[src/rtl/lcd_show_string.sv]
// String sequencer for lcd_show_char: buffers up to BUF_DEPTH ASCII codes and issues one
// draw request per character, advancing the cursor, wrapping lines and truncating at the bottom.
module lcd_show_string #(
    parameter int  LCD_W     = 240,
    parameter int  LCD_H     = 320,
    parameter int  BUF_DEPTH = 32,
    localparam int AW        = $clog2(BUF_DEPTH)
) (
    input  logic          sys_clk,
    input  logic          sys_rst_n,
    input  logic          buf_wr_en,
    input  logic [AW-1:0] buf_wr_addr,
    input  logic [6:0]    buf_wr_data,
    input  logic          show_str_flag,
    input  logic [AW:0]   str_len,
    input  logic [8:0]    str_x,
    input  logic [8:0]    str_y,
    input  logic          en_size,
    input  logic          show_char_done,
    output logic          show_char_flag,
    output logic [6:0]    ascii_num,
    output logic [8:0]    char_x,
    output logic [8:0]    char_y,
    output logic          char_size,
    output logic          busy,
    output logic          show_str_done
);

    typedef enum logic [2:0] {
        S_IDLE,
        S_LOAD,
        S_FIRE,
        S_WAIT,
        S_NEXT,
        S_DONE
    } state_e;

    localparam logic [9:0] LCD_W_C = 10'(LCD_W);
    localparam logic [9:0] LCD_H_C = 10'(LCD_H);
    localparam logic [AW:0] IDX_ONE = (AW + 1)'(1);

    state_e        state_q;
    logic [AW:0]   idx_q;
    logic [AW:0]   len_q;
    logic [8:0]    str_x_q;
    logic [9:0]    cur_x_q;
    logic [9:0]    cur_y_q;
    logic          size_q;
    logic          nl_q;
    logic          trunc_q;
    logic          flag_q;
    logic [6:0]    ascii_q;
    logic [8:0]    char_x_q;
    logic [8:0]    char_y_q;
    logic          busy_q;
    logic          done_q;

    logic [6:0]    buf_mem [BUF_DEPTH];

    // NOTE: the character buffer has no reset; its contents are don't-care until written,
    // and leaving it unreset lets it map onto plain RAM.
    always_ff @(posedge sys_clk) begin
        if (buf_wr_en && !busy_q) begin
            buf_mem[buf_wr_addr] <= buf_wr_data;
        end
    end

    logic [6:0]    code_d;
    logic          is_nl_d;
    logic [6:0]    font_idx_d;
    logic [9:0]    glyph_w_d;
    logic [9:0]    glyph_h_d;
    logic          wrap_d;
    logic [9:0]    draw_x_d;
    logic [9:0]    draw_y_d;
    logic          trunc_d;
    logic [AW:0]   idx_d;

    // Decode of the current buffer entry and placement of the glyph, consumed in LOAD.
    always_comb begin
        // NOTE: every combinational output gets a default first so no path leaves it unassigned
        // (which would infer a latch).
        code_d     = buf_mem[idx_q[AW-1:0]];
        is_nl_d    = 1'b0;
        font_idx_d = 7'd0;
        glyph_w_d  = size_q ? 10'd8  : 10'd6;
        glyph_h_d  = size_q ? 10'd16 : 10'd12;
        if (code_d == 7'h0A) begin
            is_nl_d = 1'b1;
        end else if (code_d >= 7'h20 && code_d != 7'h7F) begin
            font_idx_d = code_d - 7'h20;
        end
        wrap_d   = (cur_x_q + glyph_w_d) > LCD_W_C;
        draw_x_d = wrap_d ? {1'b0, str_x_q} : cur_x_q;
        draw_y_d = wrap_d ? (cur_y_q + glyph_h_d) : cur_y_q;
        trunc_d  = (draw_y_d + glyph_h_d) > LCD_H_C;
        idx_d    = idx_q + IDX_ONE;
    end

    // NOTE: all state and registered outputs use non-blocking assignments so every register
    // samples pre-edge values regardless of statement order.
    always_ff @(posedge sys_clk or negedge sys_rst_n) begin
        if (!sys_rst_n) begin
            state_q  <= S_IDLE;
            idx_q    <= '0;
            len_q    <= '0;
            str_x_q  <= '0;
            cur_x_q  <= '0;
            cur_y_q  <= '0;
            size_q   <= 1'b0;
            nl_q     <= 1'b0;
            trunc_q  <= 1'b0;
            flag_q   <= 1'b0;
            ascii_q  <= '0;
            char_x_q <= '0;
            char_y_q <= '0;
            busy_q   <= 1'b0;
            done_q   <= 1'b0;
        end else begin
            case (state_q)
                S_IDLE: begin
                    done_q <= 1'b0;
                    // busy_q is still high for the one IDLE cycle after DONE, which also
                    // blocks a back-to-back start and buffer writes in that cycle.
                    if (show_str_flag && !busy_q) begin
                        busy_q  <= 1'b1;
                        len_q   <= str_len;
                        str_x_q <= str_x;
                        cur_x_q <= {1'b0, str_x};
                        cur_y_q <= {1'b0, str_y};
                        size_q  <= en_size;
                        idx_q   <= '0;
                        state_q <= (str_len == '0) ? S_DONE : S_LOAD;
                    end else begin
                        busy_q <= 1'b0;
                    end
                end
                S_LOAD: begin
                    nl_q    <= is_nl_d;
                    trunc_q <= 1'b0;
                    if (!is_nl_d) begin
                        cur_x_q <= draw_x_d;
                        cur_y_q <= draw_y_d;
                        trunc_q <= trunc_d;
                        if (!trunc_d) begin
                            flag_q   <= 1'b1;
                            ascii_q  <= font_idx_d;
                            char_x_q <= draw_x_d[8:0];
                            char_y_q <= draw_y_d[8:0];
                        end
                    end
                    state_q <= S_FIRE;
                end
                S_FIRE: begin
                    flag_q <= 1'b0;
                    if (nl_q) begin
                        state_q <= S_NEXT;
                    end else if (trunc_q) begin
                        state_q <= S_DONE;
                    end else begin
                        state_q <= S_WAIT;
                    end
                end
                S_WAIT: begin
                    if (show_char_done) begin
                        state_q <= S_NEXT;
                    end
                end
                S_NEXT: begin
                    if (nl_q) begin
                        cur_x_q <= {1'b0, str_x_q};
                        cur_y_q <= cur_y_q + glyph_h_d;
                    end else begin
                        cur_x_q <= cur_x_q + glyph_w_d;
                    end
                    idx_q   <= idx_d;
                    state_q <= (idx_d == len_q) ? S_DONE : S_LOAD;
                end
                S_DONE: begin
                    done_q  <= 1'b1;
                    state_q <= S_IDLE;
                end
                default: begin
                    state_q <= S_IDLE;
                end
            endcase
        end
    end

    assign show_char_flag = flag_q;
    assign ascii_num      = ascii_q;
    assign char_x         = char_x_q;
    assign char_y         = char_y_q;
    assign char_size      = size_q;
    assign busy           = busy_q;
    assign show_str_done  = done_q;

endmodule
[config.mk]
export PLATFORM = sky130hd
export DESIGN_NAME = lcd_show_string
export DESIGN_NICKNAME = d
export VERILOG_FILES = /design/src/rtl/lcd_show_string.sv
export SDC_FILE = /design/constraint.sdc
export NUM_CORES = 1
export LEC_CHECK = 0
export BUFFER_PORTS_ARGS = -buffer_cell sky130_fd_sc_hd__buf_2
export CAP_MARGIN = 15
export CORE_ASPECT_RATIO = 1.2
export CORE_UTILIZATION = 46
export CTS_BUF_LIST = sky130_fd_sc_hd__clkbuf_4
export DETAILED_ROUTE_END_ITERATION = 6
export GPL_ROUTABILITY_DRIVEN = 0
export HOLD_SLACK_MARGIN = 0.05
export PLACE_DENSITY = 0.61
export SLEW_MARGIN = 10
export SYNTH_ARGS = -nofsm -noshare
export SYNTH_HDL_FRONTEND = slang
export SYNTH_SLANG_ARGS = --single-unit
[constraint.sdc]
create_clock -name sys_clk -period 5.74 [get_ports sys_clk]
set_clock_uncertainty 0.05 [all_clocks]
set_input_delay 1.435 -clock sys_clk [delete_from_list [all_inputs] [get_ports sys_clk]]
set_output_delay 1.435 -clock sys_clk [all_outputs]
set_load 0.01 [all_outputs]
---- Word-level counts from Yosys, hierarchy flattened ----
Memory sizes are Yosys's and may differ from the RTL's.
Index checks and enable logic that the tools add are counted.
storage, ports and cells
  bits in writable memories ............... 224
  output and inout port bits .............. 29
  memories kept ........................... 1
  register bits after elaboration ......... 75
  latch bits .............................. 0
  logic and storage cells ................. 91
  bits in read-only memories .............. 0
memories
  memory   words  bits a word  read ports  clocked after Yosys merged registers in  write ports  RTL line  RTL
  buf_mem  32     7            1           0                                        1            58        logic [6:0] buf_mem [BUF_DEPTH];
cells by class
  multipliers ............................. 0
  equality and inequality tests ........... 14
  bitwise gates (word level) .............. 2
  shift operators ......................... 0
  divide/modulo/power cells ............... 0
  reduce and logical (&&, ||, !) cells .... 18
  multiplexer cells ....................... 32
  add/subtract/negate cells ............... 5
  magnitude comparators ................... 3
operators with widths
  kind                                                             count
  two-way mux 10 bit                                               8
  one-hot mux 10 bit (3 select lines)                              2
  adder 10 x 5 -> 10 bit                                           2
  two-way mux 3 bit                                                6
  one-hot mux 3 bit (5 select lines)                               1
  two-way mux 7 bit                                                2
  inequality test 2 bit (second input constant)                    6
  one-hot mux 6 bit (2 select lines)                               1
  adder 10 x 4 -> 10 bit                                           1
  greater-than comparator 10 x 8 -> 1 bit (second input constant)  1
  greater-than comparator 10 x 9 -> 1 bit (second input constant)  1
  AND reduction 3 bit                                              3
  AND reduction 4 bit                                              2
  == test 7 x 4 -> 1 bit (second input constant)                   1
  >= comparator 7 x 6 -> 1 bit (second input constant)             1
  two-way mux 1 bit                                                7
  inequality test 7 bit (second input constant)                    1
  subtractor 7 x 6 -> 7 bit (second input constant)                1
  adder 6 x 1 -> 6 bit (second input constant)                     1
  == test 3 x 2 -> 1 bit (second input constant)                   2
  == test 3 bit (second input constant)                            2
  == test 6 bit                                                    1
  zero test 6 bit                                                  1
  two-way mux 6 bit                                                1
  11 further kinds                                                 19

---- Longest topological paths before layout ----
  word-level depth ........................ 9
  gate-level depth with buffers ........... 23
  gate-level depth less buffers ........... 20

---- Worst setup path before layout ----
No wires, ideal clock.
  path type ............................... flip-flop to flip-flop
  from .................................... register size_q, in the netlist char_size
  to ...................................... register char_x_q[2], in the netlist char_x[2]
  required time ........................... 5,608 ps
  setup time .............................. 82 ps
  stages on the path, launching flop included .. 23
  setup slack ............................. 540 ps
  buffers on the path ..................... 3
  arrival time ............................ 5,068 ps
  cells stage by stage .................... dfrtp_1 inv_1 ha_1 inv_1 fa_1 or3b_1 o31ai_1 nand2_1 a32o_1 buf_2 o21ai_0 ha_1 inv_1 fa_1 nor4b_1 o21ai_0 o21ai_0 nor2_1 o31ai_2 buf_2 buf_2 a21oi_1 a31oi_1
between the ends
  cells in the longest elaborated chain, start to end .. 8
ends and longest elaborated chain
  what                                       RTL line  RTL
  start, declared                            48        logic size_q;
  start signal, assigned                     131       size_q <= en_size;
  two-way mux 4 bit                          86        glyph_w_d = size_q ? 10'd8 : 10'd6;
  adder 10 x 4 -> 10 bit                     93        wrap_d = (cur_x_q + glyph_w_d) > LCD_W_C;
  greater-than comparator 10 x 8 -> 1 bit    93
  two-way mux 10 bit *                       95        draw_y_d = wrap_d ? (cur_y_q + glyph_h_d) : cur_y_q;
  via draw_y_d[2]                            75        logic [9:0] draw_y_d;
  adder 10 x 5 -> 10 bit *                   96        trunc_d = (draw_y_d + glyph_h_d) > LCD_H_C;
  greater-than comparator 10 x 9 -> 1 bit *  96
  inverter 1 bit (no line) *                 n/a
  AND reduction 3 bit (no line) *            n/a
  end signal, assigned                       148       char_x_q <= draw_x_d[8:0];
  end, declared                              53        logic [8:0] char_x_q;
The timed path passes the listed nets; every way through them passes the cells marked *. The select of a mux whose other input is x is not followed.
A chain may end at the register's enable or synchronous reset.

---- Worst setup path in the final report ----
  from .................................... register size_q, in the netlist char_size
  to ...................................... register char_y_q[2], in the netlist char_y[2]
between the ends
  cells in the longest elaborated chain, start to end .. 8
ends and longest elaborated chain
  what                                       RTL line  RTL
  two-way mux 4 bit                          86
  adder 10 x 4 -> 10 bit                     93
  greater-than comparator 10 x 8 -> 1 bit    93
  two-way mux 10 bit *                       95
  via draw_y_d[3]                            75
  adder 10 x 5 -> 10 bit *                   96
  greater-than comparator 10 x 9 -> 1 bit *  96
  inverter 1 bit (no line) *                 n/a
  AND reduction 3 bit (no line) *            n/a
  end signal, assigned                       149       char_y_q <= draw_y_d[8:0];
  end, declared                              54        logic [8:0] char_y_q;
The timed path passes the listed nets; every way through them passes the cells marked *.

==> out/results.ini <==
[run_status]
status = completed

[yosys]
netlist_area_um2 = 13260
synth_area_leader_cell = edfxtp_1
yosys_register_bits = 299
post-synth-top-count-cell = edfxtp_1
ys.flop_type = edfxtp_1
syn_area_per_cell_um2 = 14.93
synth_area_leaders = edfxtp_1 (51%), dfrtp_1 (14%), mux4_2 (11%)
ys_seq_area_share_pct = 64.90
async_flop_share_pct = 25.08
yosysTopAreaCellShare_pct = 50.75
synth_edf_count = 224
ys.warnings.count = 0
synthCells = 888
synthTopCellsByCount = edfxtp_1 (224), nor2_1 (76), dfrtp_1 (75)
syn_nets = 944
ys_types = 67

[clocking]
clk_pin_slew_ns = 0.06
cts_hold_buf = 0
root_buffer = clkbuf_4
clkLatencyLatePin_ns = 0.70
htree_num_levels = 3
cts.repair.resized = 0
cts_sinks = 299
post_cts_buffers = 0
cts_tree = built
cts-buffers-inserted = 78
clockBufferDepth = 3

[sta]
hold_viol_final = 0
fmax_ghz = 0.1857
timing.slew.headroom_pct = 27.83
tightestPinTransition_ns = 1.082
setup_violations = 0
rsz0062_at_grt = false
fin_crit_sh_pct = 93.82
fin_crit_ns = 5.385
maxSlewViolCount = 0
setup_tns_ns = 0

[global_route]
grt_pass1_vias = 8579
track_usage_pct = 21.49
grt_pass1_wl_um = 47180
grt_max_degree = 76
grt_overflow = 0
antenna_found_initial = 1

[worst_hold_path]
hold_path_class = reg -> reg

[worst_setup_path]
end_kind = flop
start_kind = flop
crit_chain = inv_1 > ha_1 > inv_1 > fa_1 > or3b_1 > o31ai_1 > nand2_1 > a32o_1 > nand2_1 > a21boi_0 > inv_1 > fa_1 > nor4b_1 > o21ai_0 > o21ai_0 > nor2_1 > o31ai_2 > nand2_4 > mux2_1
cp_data_arrival_time_ns = 5.90
critPathRequiredTime_ns = 6.25
crit_path_max_fanout = 16
cpMostUsedCell = inv_1
critPathMaxStageDelay_ns = 0.52
path_class = reg -> reg
crit_slowest_cell = fa_1
critPathTopFamily = compound AO/OA/AOI/OAI gates
crit_buf_inv = 3

[die]
num_io_pins = 71
die_h_um = 188.0
die_x_um = 157.0
coreArea_um2 = 28170
num_rows = 67
start_util_pct = 47.06
die-area_um2 = 29500

[pwr]
power_density_nw_per_um2 = 471.3
ir_worst_vdd_mv = 0.2237
leakage_uw = 0.005287

[route]
route.detailed.drc = 0
vias = 8113
wl_um = 30010
antenna_left = 0
via_per_inst = 5.673
route.met3.wl_um = 1614
first_pass_iters = 6
routed.top_layer = met4
avgRoutedWirePerCell_um = 20.98
m1WireLength_um = 11490
routed-wl-met2_um = 16190
drt-initial-drc-count = 525

[placed_design]
dp_cells = 1303
portBuffers = 70
hpwl_um = 20120

[finish]
area_growth_pct = 12.17
final_cell_count_no_fill = 1430
nets = 1060
drive_above_1_share_pct = 28.57
fillers = 2392

[flow_run]
drv_cap = 0

==> registers in the layout, summed over array words and instances, names as in the netlist <==
register	count
busy	1
show_str_done	1
char_y	9
trunc_q	1
char_x	9
ascii_num	7
str_x_q	9
idx_q	6
len_q	6
buf_mem	224
nl_q	1
char_size	1
cur_y_q	10
cur_x_q	10
show_char_flag	1
state_q	3
==> cell usage in the layout, fill, tap and decap left out, drive strengths merged, types with 4 or more instances in the layout <==
cell    count
nor3        7
inv        17
a222oi      5
a22oi      20
a21o        7
a31oi      10
or3         5
dfrtp      75
xnor2      10
nand3b      4
nand3      14
a41oi       7
o21ai      51
nand2b      5
nand2      70
xor2        6
nor2       76
a22o        4
clkinv     17
ha         11
a21oi      39
edfxtp    224
nor4        4
o31ai       4
mux4       62
and2        7
clkbuf    107
buf        84
nor2b      12
mux2       37
==> cell type report <==
| class | count | area, µm² | share of cell area, % |
|---|---|---|---|
| Multi-Input combinational cell | 526 | 4363 | 29.34 |
| Clock buffer | 107 | 803.3 | 5.403 |
| Clock inverter | 19 | 102.6 | 0.6901 |
| Inverter | 15 | 56.30 | 0.3787 |
| Tap cell | 379 | 474.2 | 3.189 |
| Timing Repair Buffer | 84 | 457.9 | 3.080 |
| Antenna cell | 1 | 2.502 | 0.01683 |
| Sequential cell | 299 | 8608 | 57.90 |
==> worst reg2reg max path, cell delays in order, from the launching register on <==
cell	delay, ns
dfrtp_1	0.37
inv_1	0.08
ha_1	0.20
inv_1	0.06
fa_1	0.48
or3b_1	0.38
o31ai_1	0.26
nand2_1	0.14
a32o_1	0.42
nand2_1	0.12
a21boi_0	0.34
inv_1	0.14
fa_1	0.52
nor4b_1	0.28
o21ai_0	0.19
o21ai_0	0.19
nor2_1	0.09
o31ai_2	0.36
nand2_4	0.22
mux2_1	0.42
==> per-layer routing <==
metal	vias to the layer above	GRT usage, %
met5	-	0
met4	0	8.371
met3	62	4.923
met2	233	38.27
met1	4078	24.82
li1	3740	-
==> stage by stage <==
step / util [%] / setup WS [ns] / power, µW / hold slack [ns] / area, µm²
after floorplan: - / 0.5399 / 4657 / 0.4224 / 13260
after global placement: 49.56 / 0.5218 / 5320 / 0.4252 / 13960
after detailed placement: 49.56 / 0.3885 / 5351 / 0.4342 / 13960
after CTS: 52.78 / 0.3914 / 7078 / 0.4488 / 14870
after global routing: 52.79 / 0.02956 / 7491 / 0.4636 / 14870
final: 52.79 / 0.3546 / 7007 / 0.4430 / 14870
==> report_power, final <==
part / internal, µW / switching, µW
Sequential: 2590 / 321
Combinational: 1050 / 1340
Clock: 864 / 839
==> final timing paths <==
| check | from | end | slack [ns] | depth (start not counted) |
|---|---|---|---|---|
| worst max-delay path | char_size$_DFFE_PN0P_ | char_y[2]$_DFFE_PN0P_ | 0.35 | 19 |
| worst min-delay path | char_y[7]$_DFFE_PN0P_ | char_y[7]$_DFFE_PN0P_ | 0.44 | 1 |
| worst max register to register | char_size$_DFFE_PN0P_ | char_y[2]$_DFFE_PN0P_ | 0.35 | 19 |
| worst min register to register | char_y[7]$_DFFE_PN0P_ | char_y[7]$_DFFE_PN0P_ | 0.44 | 1 |
| max in group asynchronous | sys_rst_n | idx_q[0]$_DFFE_PN0P_ | 4.02 | 1 |
| min in group asynchronous | sys_rst_n | str_x_q[6]$_DFFE_PN0P_ | 0.85 | 1 |
==> kinds of logic after synthesis <==
kind of cell	Yosys count	synth area share [%]
buffers and inverters	63	2.180
flip-flops	299	64.90
AND/OR/NAND/NOR	220	7.769
adder cells (fa/ha/maj)	14	1.491
AO/OA/AOI/OAI	174	8.665
multiplexers	102	13.93
XOR/XNOR	16	1.057
Power figures use the tool's default switching activity.
